==> src/rtl/stitch_arb_pkg.sv <==
`default_nettype none
// ============================================================================
//  Module      : stitch_arb_pkg
//  Description : Shared types, constants and helpers for stitch_pipe_arbiter.
//  Revision    : 1.0 - initial release
// ============================================================================
package stitch_arb_pkg;

    // Bit count needed to index n items, never less than one bit.
    function automatic int clog2_min1(input int n);
        int r;
        r = 0;
        for (int v = n - 1; v > 0; v = v >> 1) begin
            r++;
        end
        return (r < 1) ? 1 : r;
    endfunction

    localparam int CNT_W    = 16;
    localparam int MAX_NREQ = 16;
    // Index width sized for the largest supported requester count; unused
    // upper bits simply stay zero for smaller configurations.
    localparam int IDXW     = clog2_min1(MAX_NREQ);

    // One in-flight issue: occupied flag plus the requester it belongs to.
    typedef struct packed {
        logic            vld;
        logic [IDXW-1:0] idx;
    } tag_t;

endpackage
`default_nettype wire

==> src/rtl/stitch_pipe_arbiter_if.sv <==
`default_nettype none
// ============================================================================
//  Module      : stitch_pipe_arbiter_if
//  Description : Request, pipeline and response signals of the arbiter.
//                slave = arbiter side, master = requesters + pipeline side.
//  Revision    : 1.0 - initial release
// ============================================================================
interface stitch_pipe_arbiter_if #(
    parameter int NREQ = 4,
    parameter int DW   = 32,
    parameter int RW   = 32
);
    logic [NREQ-1:0]    req_valid;
    logic [NREQ*DW-1:0] req_data;
    logic [NREQ-1:0]    req_ready;
    logic               pipe_in_valid;
    logic [DW-1:0]      pipe_in_data;
    logic               pipe_out_valid;
    logic [RW-1:0]      pipe_out_data;
    logic [NREQ-1:0]    rsp_valid;
    logic [RW-1:0]      rsp_data;
    logic               err_tag;

    modport slave (
        input  req_valid, req_data, pipe_out_valid, pipe_out_data,
        output req_ready, pipe_in_valid, pipe_in_data, rsp_valid, rsp_data, err_tag
    );

    modport master (
        output req_valid, req_data, pipe_out_valid, pipe_out_data,
        input  req_ready, pipe_in_valid, pipe_in_data, rsp_valid, rsp_data, err_tag
    );
endinterface
`default_nettype wire

==> src/rtl/rr_arbiter.sv <==
`default_nettype none
// ============================================================================
//  Module      : rr_arbiter
//  Description : Round-robin arbiter. Registered pointer plus a combinational
//                wrap-around priority search; one-hot grant and its index.
//  Revision    : 1.0 - initial release
// ============================================================================
module rr_arbiter
    import stitch_arb_pkg::*;
#(
    parameter int NREQ = 4
) (
    input  wire logic            clk,
    input  wire logic            rst,        // asynchronous, active-low
    input  wire logic [NREQ-1:0] req_valid,
    output logic      [NREQ-1:0] grant,
    output logic      [IDXW-1:0] grant_idx,
    output logic                 grant_any
);

    logic [IDXW-1:0] ptr_q;
    logic [IDXW-1:0] ptr_d;

    // Search upward from the pointer first, then wrap to the low indices.
    always_comb begin
        grant     = '0;
        grant_idx = '0;
        grant_any = 1'b0;
        for (int j = 0; j < NREQ; j++) begin
            if (!grant_any && (IDXW'(j) >= ptr_q) && req_valid[j]) begin
                grant_any = 1'b1;
                grant[j]  = 1'b1;
                grant_idx = IDXW'(j);
            end
        end
        for (int j = 0; j < NREQ; j++) begin
            if (!grant_any && req_valid[j]) begin
                grant_any = 1'b1;
                grant[j]  = 1'b1;
                grant_idx = IDXW'(j);
            end
        end
    end

    // Pointer moves just past the winner; holds when nobody asks.
    always_comb begin
        ptr_d = ptr_q;
        if (grant_any) begin
            ptr_d = (grant_idx == IDXW'(NREQ - 1)) ? '0 : grant_idx + IDXW'(1);
        end
    end

    // Pointer register.
    always_ff @(posedge clk or negedge rst) begin
        if (!rst) begin
            ptr_q <= '0;
        end else begin
            ptr_q <= ptr_d;
        end
    end

endmodule
`default_nettype wire

==> src/rtl/stitch_pipe_arbiter.sv <==
`default_nettype none
// ============================================================================
//  Module      : stitch_pipe_arbiter
//  Description : Shares one fixed-latency, no-stall pipeline between NREQ
//                requesters. Round-robin issue, a tag shift register running
//                alongside the pipeline steers each result home.
//  Options     : STITCH_PIPE_ARBITER_PERF_CNT_EN adds per-requester grant
//                counters and a busy-cycle counter with synchronous clear.
//  Revision    : 1.0 - initial release
// ============================================================================
module stitch_pipe_arbiter
    import stitch_arb_pkg::*;
#(
    parameter int NREQ    = 4,
    parameter int DW      = 32,
    parameter int RW      = 32,
    parameter int LATENCY = 3
) (
    input  wire logic                 clk,
    input  wire logic                 rst,   // asynchronous, active-low
    stitch_pipe_arbiter_if.slave      bus
`ifdef STITCH_PIPE_ARBITER_PERF_CNT_EN
    ,
    input  wire logic                 perf_clr,
    output logic [NREQ*CNT_W-1:0]     grant_cnt,
    output logic [CNT_W-1:0]          busy_cnt
`endif
);

    localparam int MASKW = clog2_min1(LATENCY + 1);

    logic [NREQ-1:0]  arb_grant;
    logic [IDXW-1:0]  arb_idx;
    logic             arb_any;
    logic [NREQ-1:0]  gnt_w;
    logic             issue_w;

    tag_t             tag_q [LATENCY];
    tag_t             tag_d [LATENCY];
    tag_t             head_w;

    logic [MASKW-1:0] mask_q;
    logic [MASKW-1:0] mask_d;
    logic             masked_w;

    logic             err_q;
    logic             err_d;

    rr_arbiter #(
        .NREQ (NREQ)
    ) u_rr_arbiter (
        .clk       (clk),
        .rst       (rst),
        .req_valid (bus.req_valid),
        .grant     (arb_grant),
        .grant_idx (arb_idx),
        .grant_any (arb_any)
    );

    // Issue side: outputs are forced low while reset is held.
    always_comb begin
        gnt_w             = rst ? arb_grant : '0;
        issue_w           = rst & arb_any;
        bus.req_ready     = gnt_w;
        bus.pipe_in_valid = issue_w;
        bus.pipe_in_data  = '0;
        for (int i = 0; i < NREQ; i++) begin
            if (gnt_w[i]) begin
                bus.pipe_in_data = bus.req_data[i*DW +: DW];
            end
        end
    end

    // Tag shift register next state: new issue enters, everything moves on.
    always_comb begin
        tag_d[0].vld = issue_w;
        tag_d[0].idx = arb_idx;
        for (int k = 1; k < LATENCY; k++) begin
            tag_d[k] = tag_q[k-1];
        end
    end

    assign head_w   = tag_q[LATENCY-1];
    assign masked_w = (mask_q != '0);

    // Post-reset mask countdown and sticky tag/valid disagreement flag.
    always_comb begin
        mask_d = masked_w ? mask_q - MASKW'(1) : mask_q;
        err_d  = err_q | (~masked_w & (bus.pipe_out_valid != head_w.vld));
    end

    // Response demux driven straight from the pipeline outputs.
    always_comb begin
        bus.rsp_valid = '0;
        bus.rsp_data  = rst ? bus.pipe_out_data : '0;
        bus.err_tag   = err_q;
        for (int i = 0; i < NREQ; i++) begin
            if (rst && !masked_w && head_w.vld && bus.pipe_out_valid &&
                (head_w.idx == IDXW'(i))) begin
                bus.rsp_valid[i] = 1'b1;
            end
        end
    end

    // Tag, mask and error registers.
    always_ff @(posedge clk or negedge rst) begin
        if (!rst) begin
            for (int k = 0; k < LATENCY; k++) begin
                tag_q[k] <= '0;
            end
            mask_q <= MASKW'(LATENCY);
            err_q  <= 1'b0;
        end else begin
            for (int k = 0; k < LATENCY; k++) begin
                tag_q[k] <= tag_d[k];
            end
            mask_q <= mask_d;
            err_q  <= err_d;
        end
    end

`ifdef STITCH_PIPE_ARBITER_PERF_CNT_EN
    logic [NREQ-1:0][CNT_W-1:0] grant_cnt_q;
    logic [NREQ-1:0][CNT_W-1:0] grant_cnt_d;
    logic [CNT_W-1:0]           busy_cnt_q;
    logic [CNT_W-1:0]           busy_cnt_d;

    // Saturating counters; clear takes priority over counting.
    always_comb begin
        grant_cnt_d = grant_cnt_q;
        busy_cnt_d  = busy_cnt_q;
        if (perf_clr) begin
            grant_cnt_d = '0;
            busy_cnt_d  = '0;
        end else begin
            for (int i = 0; i < NREQ; i++) begin
                if (gnt_w[i] && (grant_cnt_q[i] != '1)) begin
                    grant_cnt_d[i] = grant_cnt_q[i] + CNT_W'(1);
                end
            end
            if (issue_w && (busy_cnt_q != '1)) begin
                busy_cnt_d = busy_cnt_q + CNT_W'(1);
            end
        end
    end

    // Counter registers.
    always_ff @(posedge clk or negedge rst) begin
        if (!rst) begin
            grant_cnt_q <= '0;
            busy_cnt_q  <= '0;
        end else begin
            grant_cnt_q <= grant_cnt_d;
            busy_cnt_q  <= busy_cnt_d;
        end
    end

    assign grant_cnt = grant_cnt_q;
    assign busy_cnt  = busy_cnt_q;
`endif

endmodule
`default_nettype wire
==> src/flat_wrapper.sv <==
// flat-port wrapper written by rule: the top's interface ports become plain ports
module stitch_pipe_arbiter_flat import stitch_arb_pkg::*;
#(
    parameter int NREQ    = 4,
    parameter int DW      = 32,
    parameter int RW      = 32,
    parameter int LATENCY = 3
)
  (clk, rst, bus_req_valid, bus_req_data, bus_pipe_out_valid, bus_pipe_out_data, bus_req_ready, bus_pipe_in_valid, bus_pipe_in_data, bus_rsp_valid, bus_rsp_data, bus_err_tag);
  stitch_pipe_arbiter_if #(.NREQ(NREQ), .DW(DW), .RW(RW)) bus_i ();
  input  wire logic clk;
  input  wire logic rst;
  input wire logic [$bits(bus_i.req_valid)-1:0] bus_req_valid;
  input wire logic [$bits(bus_i.req_data)-1:0] bus_req_data;
  input wire logic [$bits(bus_i.pipe_out_valid)-1:0] bus_pipe_out_valid;
  input wire logic [$bits(bus_i.pipe_out_data)-1:0] bus_pipe_out_data;
  output wire logic [$bits(bus_i.req_ready)-1:0] bus_req_ready;
  output wire logic [$bits(bus_i.pipe_in_valid)-1:0] bus_pipe_in_valid;
  output wire logic [$bits(bus_i.pipe_in_data)-1:0] bus_pipe_in_data;
  output wire logic [$bits(bus_i.rsp_valid)-1:0] bus_rsp_valid;
  output wire logic [$bits(bus_i.rsp_data)-1:0] bus_rsp_data;
  output wire logic [$bits(bus_i.err_tag)-1:0] bus_err_tag;
  assign bus_i.req_valid = bus_req_valid;
  assign bus_i.req_data = bus_req_data;
  assign bus_i.pipe_out_valid = bus_pipe_out_valid;
  assign bus_i.pipe_out_data = bus_pipe_out_data;
  assign bus_req_ready = bus_i.req_ready;
  assign bus_pipe_in_valid = bus_i.pipe_in_valid;
  assign bus_pipe_in_data = bus_i.pipe_in_data;
  assign bus_rsp_valid = bus_i.rsp_valid;
  assign bus_rsp_data = bus_i.rsp_data;
  assign bus_err_tag = bus_i.err_tag;
  stitch_pipe_arbiter #(.NREQ(NREQ), .DW(DW), .RW(RW), .LATENCY(LATENCY)) u_core (.clk(clk), .rst(rst), .bus(bus_i));
endmodule
==> config.mk <==
export PLATFORM = sky130hd
export DESIGN_NAME = stitch_pipe_arbiter_flat
export DESIGN_NICKNAME = d
export VERILOG_FILES = /design/src/rtl/stitch_arb_pkg.sv /design/src/rtl/stitch_pipe_arbiter_if.sv /design/src/rtl/rr_arbiter.sv /design/src/rtl/stitch_pipe_arbiter.sv /design/src/flat_wrapper.sv
export SDC_FILE = /design/constraint.sdc
export NUM_CORES = 1
export LEC_CHECK = 0
export CAP_MARGIN = 20
export CORE_AREA = 3 3 93 95
export CTS_CLUSTER_SIZE = 16
export DETAILED_ROUTE_END_ITERATION = 7
export DIE_AREA = 0 0 96 98
export DONT_BUFFER_PORTS = 1
export HOLD_SLACK_MARGIN = 0.12
export SLEW_MARGIN = 40
export SYNTH_ARGS = -nofsm -noshare
export SYNTH_HDL_FRONTEND = slang
export SYNTH_SLANG_ARGS = --single-unit
export TNS_END_PERCENT = 30
==> constraint.sdc <==
create_clock -name clk -period 3.5 [get_ports clk]
set_input_delay 0.35 -clock clk [delete_from_list [all_inputs] [get_ports clk]]
set_output_delay 0.35 -clock clk [all_outputs]
set_load 0.01 [all_outputs]
======== After elaboration in Yosys (flattened, before gate mapping) ========
Cells that the tools add are included.
storage, ports and cells
  register bits ........................... 22
  bits of input ports ..................... 167
  output and inout bits ................... 74
  word-level logic and storage cells ...... 85
operators by class
  add/sub/neg operators ................... 2
  order comparisons ....................... 4
  eq/ne operators ......................... 5
  muxes and demuxes ....................... 33
  bitwise logic cells ..................... 4
  reductions and logical operators ........ 28
operators with widths
  operator                                                               number
  32-bit two-way mux                                                     5
  4-bit two-way mux                                                      8
  1-bit two-way mux                                                      20
  1-bit logical AND                                                      18
  4-bit by 2-bit == test with 1-bit output (second input constant)       3
  1-bit by 4-bit >= comparator with 1-bit output (first input constant)  2
  2-bit by 4-bit >= comparator with 1-bit output (first input constant)  2
  1-bit zero test                                                        8
  4-bit by 1-bit adder with 4-bit output (second input constant)         1
  4-bit by 1-bit == test with 1-bit output (second input constant)       1
  4-bit zero test                                                        1
  1-bit bitwise AND                                                      2
  2-bit nonzero test                                                     1
  2-bit by 1-bit subtractor with 2-bit output (second input constant)    1
  1-bit != test                                                          1
  1-bit NOT                                                              1
  1-bit bitwise OR                                                       1

======== Longest topological paths before layout ========
Gate-level depths: netlist (run 1).
  depth after elaboration ................. 32
  gate-level depth with buffers ........... 8

======== Cells and area by module ========
Synthesis (run 1) repeated with hierarchy kept, for this count alone.
second synthesis, totals
  cells, all modules ...................... 272
  area, all modules ....................... 2187.1 sq um
modules (own cells, without submodules)
  module               instances  cells an instance  area each (sq um)
  stitch_pipe_arbiter  1          231                1904.3
  rr_arbiter           1          41                 282.8

======== Worst setup path before layout (run 1) ========
OpenSTA, ideal clock, no wires.
  path type ............................... in2out
  from .................................... in bus_req_valid[0]
  to ...................................... out bus_pipe_in_data[19]
  arrival time ............................ 1719 ps
  data required time ...................... 3150 ps
  slack ................................... 1431 ps
  cell stages on the path ................. 8
  buffers on the path ..................... 3
  cells stage by stage .................... buf_4 > or3_4 > o311ai_2 > and2_1 > buf_6 > buf_12 > a221oi_2 > o31ai_1
between the ends
  cells in the longest elaborated chain, start to end .. 28
ends and longest elaborated chain
  what                            line                       source
  start: declaration              flat_wrapper.sv:13         input wire logic [$bits(bus_i.req_valid)-1:0] bus_req_valid;
  1-bit logical AND               rr_arbiter.sv:30           if (!grant_any && (IDXW'(j) >= ptr_q) && req_valid[j]) begin
  1-bit two-way mux               rr_arbiter.sv:30
  1-bit zero test                 rr_arbiter.sv:30
  1-bit logical AND (2 in a row)  rr_arbiter.sv:30
  1-bit two-way mux               rr_arbiter.sv:30
  1-bit zero test                 rr_arbiter.sv:30
  1-bit logical AND (2 in a row)  rr_arbiter.sv:30
  1-bit two-way mux               rr_arbiter.sv:30
  [10 not listed]                 -
  1-bit zero test                 rr_arbiter.sv:37           if (!grant_any && req_valid[j]) begin
  1-bit logical AND               rr_arbiter.sv:37
  1-bit two-way mux               rr_arbiter.sv:37
  1-bit zero test                 rr_arbiter.sv:37
  1-bit logical AND               rr_arbiter.sv:37
  1-bit two-way mux               rr_arbiter.sv:37
  4-bit two-way mux (*)           stitch_pipe_arbiter.sv:62  gnt_w = rst ? arb_grant : '0;
  32-bit two-way mux (*)          stitch_pipe_arbiter.sv:68  if (gnt_w[i]) begin
  end: declaration                flat_wrapper.sv:19         output wire logic [$bits(bus_i.pipe_in_data)-1:0] bus_pipe_in_data;
Mark *: on every way between the ends. The rest lies on a longest branch, timed or not.

======== Final worst setup path (run 1) ========
  from .................................... reg u_core.u_rr_arbiter.ptr_q[1]
  to ...................................... out bus_pipe_in_data[25]
between the ends
  cells in the longest elaborated chain, start to end .. 29
ends and longest elaborated chain
  what                                            line                       source
  start: declaration                              rr_arbiter.sv:21           logic [IDXW-1:0] ptr_q;
  start signal: assignment                        rr_arbiter.sv:58           ptr_q <= ptr_d;
  1-bit by 4-bit >= comparator with 1-bit output  rr_arbiter.sv:30
  1-bit logical AND                               rr_arbiter.sv:30
  1-bit two-way mux                               rr_arbiter.sv:30
  1-bit zero test                                 rr_arbiter.sv:30
  1-bit logical AND (2 in a row)                  rr_arbiter.sv:30
  1-bit two-way mux                               rr_arbiter.sv:30
  1-bit zero test                                 rr_arbiter.sv:30
  1-bit logical AND (2 in a row)                  rr_arbiter.sv:30
  [11 not listed]                                 -
  1-bit zero test                                 rr_arbiter.sv:37
  1-bit logical AND                               rr_arbiter.sv:37
  1-bit two-way mux                               rr_arbiter.sv:37
  1-bit zero test                                 rr_arbiter.sv:37
  1-bit logical AND                               rr_arbiter.sv:37
  1-bit two-way mux                               rr_arbiter.sv:37
  4-bit two-way mux (*)                           stitch_pipe_arbiter.sv:62
  32-bit two-way mux (*)                          stitch_pipe_arbiter.sv:68
Marked as above.

==> metrics.yaml, run 1 <==
logic_synthesis:
  synth_commonest_cells: "and2_1, a21oi_1, a222oi_1, o21ai_0, nand2_1"
  synth_fp_nets: 396
  mappedNetlistArea_um2: 1719
  ys_seq_area_share_pct: 20.52
  synth_top_family_by_area: "compound AO/OA/AOI/OAI gates"
  synthMuxAreaShare_pct: 0.5822
  netlist_top_cells_area: "dfrtp_1, a222oi_1, and2_1"
  synth_warnings: 0
  synthAdderAreaFrac_pct: 0.7278
  synth_edf_count: 0
  syn_avg_cell_area_um2: 7.540
  synth_xor_area_share_pct: 1.019
  yosys.area.top_type_share_pct: 17.47
  synth_flop_cell: "dfrtp_1"
  synth_compound_area_share_pct: 41.19
  synth_cell_type_count: 41
  yosysMostFrequentCell: "and2_1"
  synth-simple-area-share_pct: 24.89
  yosysTopAreaCell: "dfrtp_1"
  synthCells: 228
  synth-seq-cells: 14
  async_flop_share_pct: 100.0
floorplan:
  die_h_um: 98
  core.rowCount: 32
  dieArea_um2: 9408
  die_x_um: 96
  io_pins: 241
  coreArea_um2: 7807
  initial_core_util_pct: 22.02
clock_tree:
  clk_pin_slew_ps: 60
  cts.htree.levels: 1
  root_buffer: "clkbuf_8"
  clock_path_buffers: 2
  cts_resized: 0
  clkSinkCount: 14
  cts_buffers: 3
  clock_latency_ps: 240
  cts_tree: "built"
route:
  routed_via_density: 6.274
  wl_per_cell_um: 25.39
  drt_wl_total_mm: 7.973
  vias: 1970
  firstDrtPassIters: 6
  antenna_left: 0
  drc_errors: 0
  dr.first_iter.drc_count: 233
timing:
  slew_headroom_pct: 51.56
  min_period_ps: 2937
  max_freq_mhz: 340.5
  rsz0062_at_grt: "no"
  finalSetupViolCount: 0
  slew_viol_final: 0
  skew_ps: 2.970
  fin_tns_setup_ps: 0
  finalHoldViolCount: 0
  post-route-period-util_pct: 83.91
  tightest_slew_ps: 726.6
placement:
  placed_cells: 308
  dpl.hpwl_mm: 6.465
  gp_congestion: 0.7689
  io_buffers: 0
setup_path:
  worstPathArrival_ps: 2590
  cp.required_ps: 3150
  r2r-end: "u_core.tag_d[5]$_DFF_PN0_"
  criticalPathCategory: "reg2out"
  end_kind: "primary output"
  worstPathMaxFanout: 33
  r2r_cells: 5
  crit_start: "u_core.u_rr_arbiter.ptr_q[1]$_DFFE_PN0P_"
  cp-endpoint: "bus_pipe_in_data[25]"
  start_kind: "register"
  ff2ff_setup_slack_ps: 1840
  r2r_start: "u_core.u_rr_arbiter.ptr_q[1]$_DFFE_PN0P_"
power_and_ir_drop:
  pwr_density_cell_nw_per_um2: 575.2
  leakagePower_nw: 0.6346
  power_mw: 1.024
  vdd_ir_drop_max_v: 0.0001493
finish:
  final_core_util_pct: 22.80
  num-fill-cells: 858
  nets: 380
  syn_to_final_growth_pct: 3.566
  layout-drive-gt1-share_pct: 7.109
  fin_cells: 314
global_route:
  grt_use_met2_pct: 27.88
  grt_max_degree: 63
  grt_pass1_wl_mm: 11.28
  gr-total-overflow: 0
  use_met3_pct: 4.083
  grt_util_all_layers_pct: 15.67
  grt.busiest_layer: "met2"
  grt_pass1_vias: 1930
  use_met1_pct: 18.71
  antenna_found_initial: 1
worst_hold_path:
  min_path_type: "in2reg"
  hp-start: "bus_req_valid[2]"
outcome:
  status: "complete, no violations"
job:
  drv_cap: 0
## cell usage in the layout (no fill, tap or decap), types with 7 or more instances in the layout
| cell | count |
|---|---|
| o21ai_0 | 21 |
| and2_1 | 35 |
| nand2_1 | 16 |
| nor2_1 | 12 |
| dfrtp_1 | 12 |
| inv_1 | 7 |
| a222oi_1 | 28 |
| a21oi_1 | 29 |
## state kept, by name (all words and copies together), names as in the netlist
| signal | count |
|---|---|
| u_core.bus.err_tag | 1 |
| u_core.head_w | 3 |
| u_core.mask_q | 2 |
| u_core.tag_d | 6 |
| u_core.u_rr_arbiter.ptr_q | 2 |
## cell families (layout without fill, tap and decap cells)
family / Yosys count / after routing
flip-flops: 14 / 14
multiplexers: 1 / 1
buffers and inverters: 33 / 16
XOR/XNOR: 2 / 2
other: 0 / 1
AND/OR/NAND/NOR: 79 / 79
AO/OA/AOI/OAI: 98 / 98
adder cells (fa/ha/maj): 1 / 1
## metrics by stage
| step | hold slack (ps) | worst slack (ps) | instance area, µm² |
|---|---|---|---|
| after detailed placement | 55.49 | 915.3 | 1713 |
| after floorplan | 54.41 | 1431 | 1719 |
| after CTS | 258.6 | 643.7 | 1778 |
| after global placement | 55.42 | 1028 | 1713 |
| after global routing | 257.0 | 431.1 | 1780 |
| final | 267.5 | 563.0 | 1780 |
## how the worst min path moves through the flow
| stage | end | slack [ps] | cells past startpoint |
|---|---|---|---|
| after floorplan | u_core.bus.err_tag$_DFF_PN0_ | 50 | 0 |
| after global placement | u_core.bus.err_tag$_DFF_PN0_ | 60 | 0 |
| after detailed placement | u_core.head_w[4]$_DFF_PN0_ | 60 | 0 |
| after CTS | u_core.u_rr_arbiter.ptr_q[0]$_DFFE_PN0P_ | 260 | 1 |
| after global routing | u_core.u_rr_arbiter.ptr_q[0]$_DFFE_PN0P_ | 260 | 1 |
| final | u_core.u_rr_arbiter.ptr_q[0]$_DFFE_PN0P_ | 270 | 1 |
## worst max-delay path, stage by stage, from the launching register on
cell      delay [ps]
dfrtp_1          570
inv_1            140
a211oi_1         290
o31a_2           670
a221oi_1         200
o31ai_1          300
buf_4            170
## power by group
group	internal (mW)	switching (mW)
clock network	0.0996	0.0589
logic	0.215	0.402
registers	0.204	0.0447
total	0.519	0.505
## timing repair
item	CTS	global route
hold endpoints to repair	14	0
hold buffers	1	0
buffers inserted	0	0
## cell type report
class                      count  area [µm²]  area share, %
sequential                    14       352.8          19.82
multi-input combinational    181        1176          66.06
timing repair buffer           5       40.04          2.249
tap                          102       127.6          7.168
antenna                        1       2.502         0.1405
clock buffer                   4       55.05          3.092
inverter                       7       26.28          1.476
## layer usage
layer	wire length (µm)	vias to the layer above	part of all wire [%]
met5	0	-	0
met4	78	0	0.98
met3	775	8	9.7
met2	4247	189	53
met1	2871	933	36
li1	-	840	-
(Power assumes the default switching activity.)
==> run 2, diff against run 1 <==
==> constraint.sdc (replaced) <==
create_clock -name clk -period 2.6 [get_ports clk]
set_input_delay 0.26 -clock clk [delete_from_list [all_inputs] [get_ports clk]]
set_output_delay 0.26 -clock clk [all_outputs]
set_load 0.01 [all_outputs]
==> metrics.yaml, run 2 (synthesis results as in run 1) <==
outcome:
  status: "complete, no violations"
global_route:
  grt_pass1_wl_mm: 11.47  # +1.7%
  antenna_found_initial: 0  # -1
  grt_max_degree: 63  # unchanged
  grt_pass1_vias: 1927  # -0.16%
  gr-total-overflow: 0  # unchanged
  grt_util_all_layers_pct: 15.81  # +0.14 points
route:
  wl_per_cell_um: 24.59  # -3.1%
  routed_via_density: 6.055  # -3.5%
  dr.first_iter.drc_count: 258  # +11%
  firstDrtPassIters: 8  # +2
  drc_errors: 0  # unchanged
  antenna_left: 0  # unchanged
  drt_wl_total_mm: 8.116  # +1.8%
  vias: 1998  # +1.4%
setup_path:
  ff2ff_setup_slack_ps: 980  # -860 ps
  start_kind: "register"
  worstPathArrival_ps: 2150  # -440 ps
  r2r-end: "u_core.tag_d[6]$_DFF_PN0_"
  end_kind: "primary output"
  r2r_start: "u_core.u_rr_arbiter.ptr_q[0]$_DFFE_PN0P_"
  r2r_cells: 5  # unchanged
  cp.required_ps: 2340  # -810 ps
  worstPathMaxFanout: 32  # -3.0%
  criticalPathCategory: "reg2out"
timing:
  post-route-period-util_pct: 92.69
  tightest_slew_ps: 671.9  # -54.74 ps
  max_freq_mhz: 415.0
  finalWorstSetupSlack_ps: 190.2  # -372.8 ps
  rsz0062_at_grt: "no"
  finalHoldViolCount: 0  # unchanged
  fin_tns_setup_ps: 0  # unchanged
  slew_viol_final: 0  # unchanged
  skew_ps: 2.103  # -0.8670 ps
  slew_headroom_pct: 55.06  # +3.5 points
  min_period_ps: 2410
  finalSetupViolCount: 0  # unchanged
power_and_ir_drop:
  pwr_density_cell_nw_per_um2: 775.5  # +35%
  leakagePower_nw: 0.7230  # +14%
  vdd_ir_drop_max_v: 0.0002436  # +63%
  power_mw: 1.485  # +45%
clock_tree:
  clk_pin_slew_ps: 60  # about the same
  root_buffer: "clkbuf_8"
  clock_latency_ps: 240  # about the same
  cts_tree: "built"
  clkSinkCount: 14  # unchanged
  cts.htree.levels: 1  # unchanged
  clock_path_buffers: 2  # unchanged
  cts_buffers: 3  # unchanged
  cts_post_setup_buffers_inserted: 0  # unchanged
finish:
  antennaDiodeCount: 0  # -1
  fin_cells: 330  # +5.1%
  largest_reg_flops: 6  # unchanged
  num-fill-cells: 856  # -0.23%
  nets: 397  # +4.5%
  final_core_util_pct: 24.52  # +1.7 points
  final_cell_mix: "and2_1, a21oi_1, a222oi_1, o21ai_0, buf_4"
  layout-drive-gt1-share_pct: 14.47  # +7.4 points
  final_common_cell: "and2_1"
  syn_to_final_growth_pct: 11.35
floorplan:
  core.rowCount: 32  # unchanged
  die_x_um: 96  # unchanged
  die_h_um: 98  # unchanged
  io_pins: 241  # unchanged
  initial_core_util_pct: 22.02  # unchanged
  dieArea_um2: 9408  # unchanged
  coreArea_um2: 7807  # unchanged
worst_hold_path:
  whs_endpoint: "u_core.u_rr_arbiter.ptr_q[0]$_DFFE_PN0P_"
  min_path_cells: 1  # unchanged
  min_path_type: "in2reg"
  hp-start: "bus_req_valid[2]"
placement:
  io_buffers: 0  # unchanged
  gp_congestion: 0.7532  # -2.0%
  preCtsSetupSlack_ps: 366.6  # -548.7 ps
  dpl.hpwl_mm: 6.560  # +1.5%
  placed_cells: 325  # +5.5%
job:
  drv_cap: 0  # unchanged
==> run 2: changes by cell type in the layout (fill, tap and decap cells not counted) <==
cell | before | now
dfrtp_1 | 12 | 11
buf_4 | 4 | 19
dfrtp_2 | 0 | 1
buf_6 | 0 | 2
diode_2 | 1 | 0
==> run 2: worst max-delay path by stage <==
stage / start / end / slack, ps / cells after the start
3_5_place_dp: u_core.u_rr_arbiter.ptr_q[0]$_DFFE_PN0P_ / bus_pipe_in_data[19] / 370 / 6
3_3_place_gp: u_core.u_rr_arbiter.ptr_q[1]$_DFFE_PN0P_ / bus_pipe_in_data[25] / 450 / 7
2_1_floorplan: bus_req_valid[0] / bus_pipe_in_data[19] / 710 / 8
6_report: u_core.u_rr_arbiter.ptr_q[0]$_DFFE_PN0P_ / bus_pipe_in_data[25] / 190 / 7
4_1_cts: u_core.u_rr_arbiter.ptr_q[0]$_DFFE_PN0P_ / bus_pipe_in_data[19] / 90 / 6
5_1_grt: u_core.u_rr_arbiter.ptr_q[0]$_DFFE_PN0P_ / bus_pipe_in_data[19] / 7 / 6
==> run 2: repair_timing <==
item                                   in CTS  in global routing
endpoints found under the hold margin      14                  0
hold buffers                                1                  0
setup endpoints to repair                   0                 14
resized for setup                           0                  3
==> run 2: layer usage <==
metal  wire [µm]  up-vias  global-route usage, %
li1            -      879                      -
met1        2929      943                  18.33
met2        4356      174                  30.11
met3         816        2                  3.313
met4          14        0                  1.313
met5           0        -                      0
==> run 2: stage by stage <==
step	area, µm²	hold WS, ps
after floorplan	1719	-35.59
after global placement	1841	-34.50
after detailed placement	1841	-34.47
after CTS	1906	174.1
after global routing	1914	173.7
final	1914	181.0
==> run 2: area by class of cell <==
cell class                 count  area, µm²  area share (%)
multi-input combinational    181       1176           61.44
sequential                    14      354.1           18.50
timing repair buffer          22      175.2           9.150
tap                          102      127.6           6.667
clock buffer                   4      55.05           2.876
inverter                       7      26.28           1.373
==> run 2: report_power, final <==
| part | switching (mW) | internal, mW | leakage [nW] |
|---|---|---|---|
| combinational | 0.558 | 0.379 | 0.534 |
| sequential | 0.0567 | 0.276 | 0.161 |
| clock | 0.0810 | 0.134 | 0.0288 |
| total | 0.695 | 0.789 | 0.723 |
==> run 2: critical path, cell delays in order, from the launching register on <==
cell	delay (ps)
dfrtp_1	440
and2b_1	240
o311ai_2	230
and2_1	180
buf_6	260
a221oi_1	90
o31ai_1	280
buf_4	170
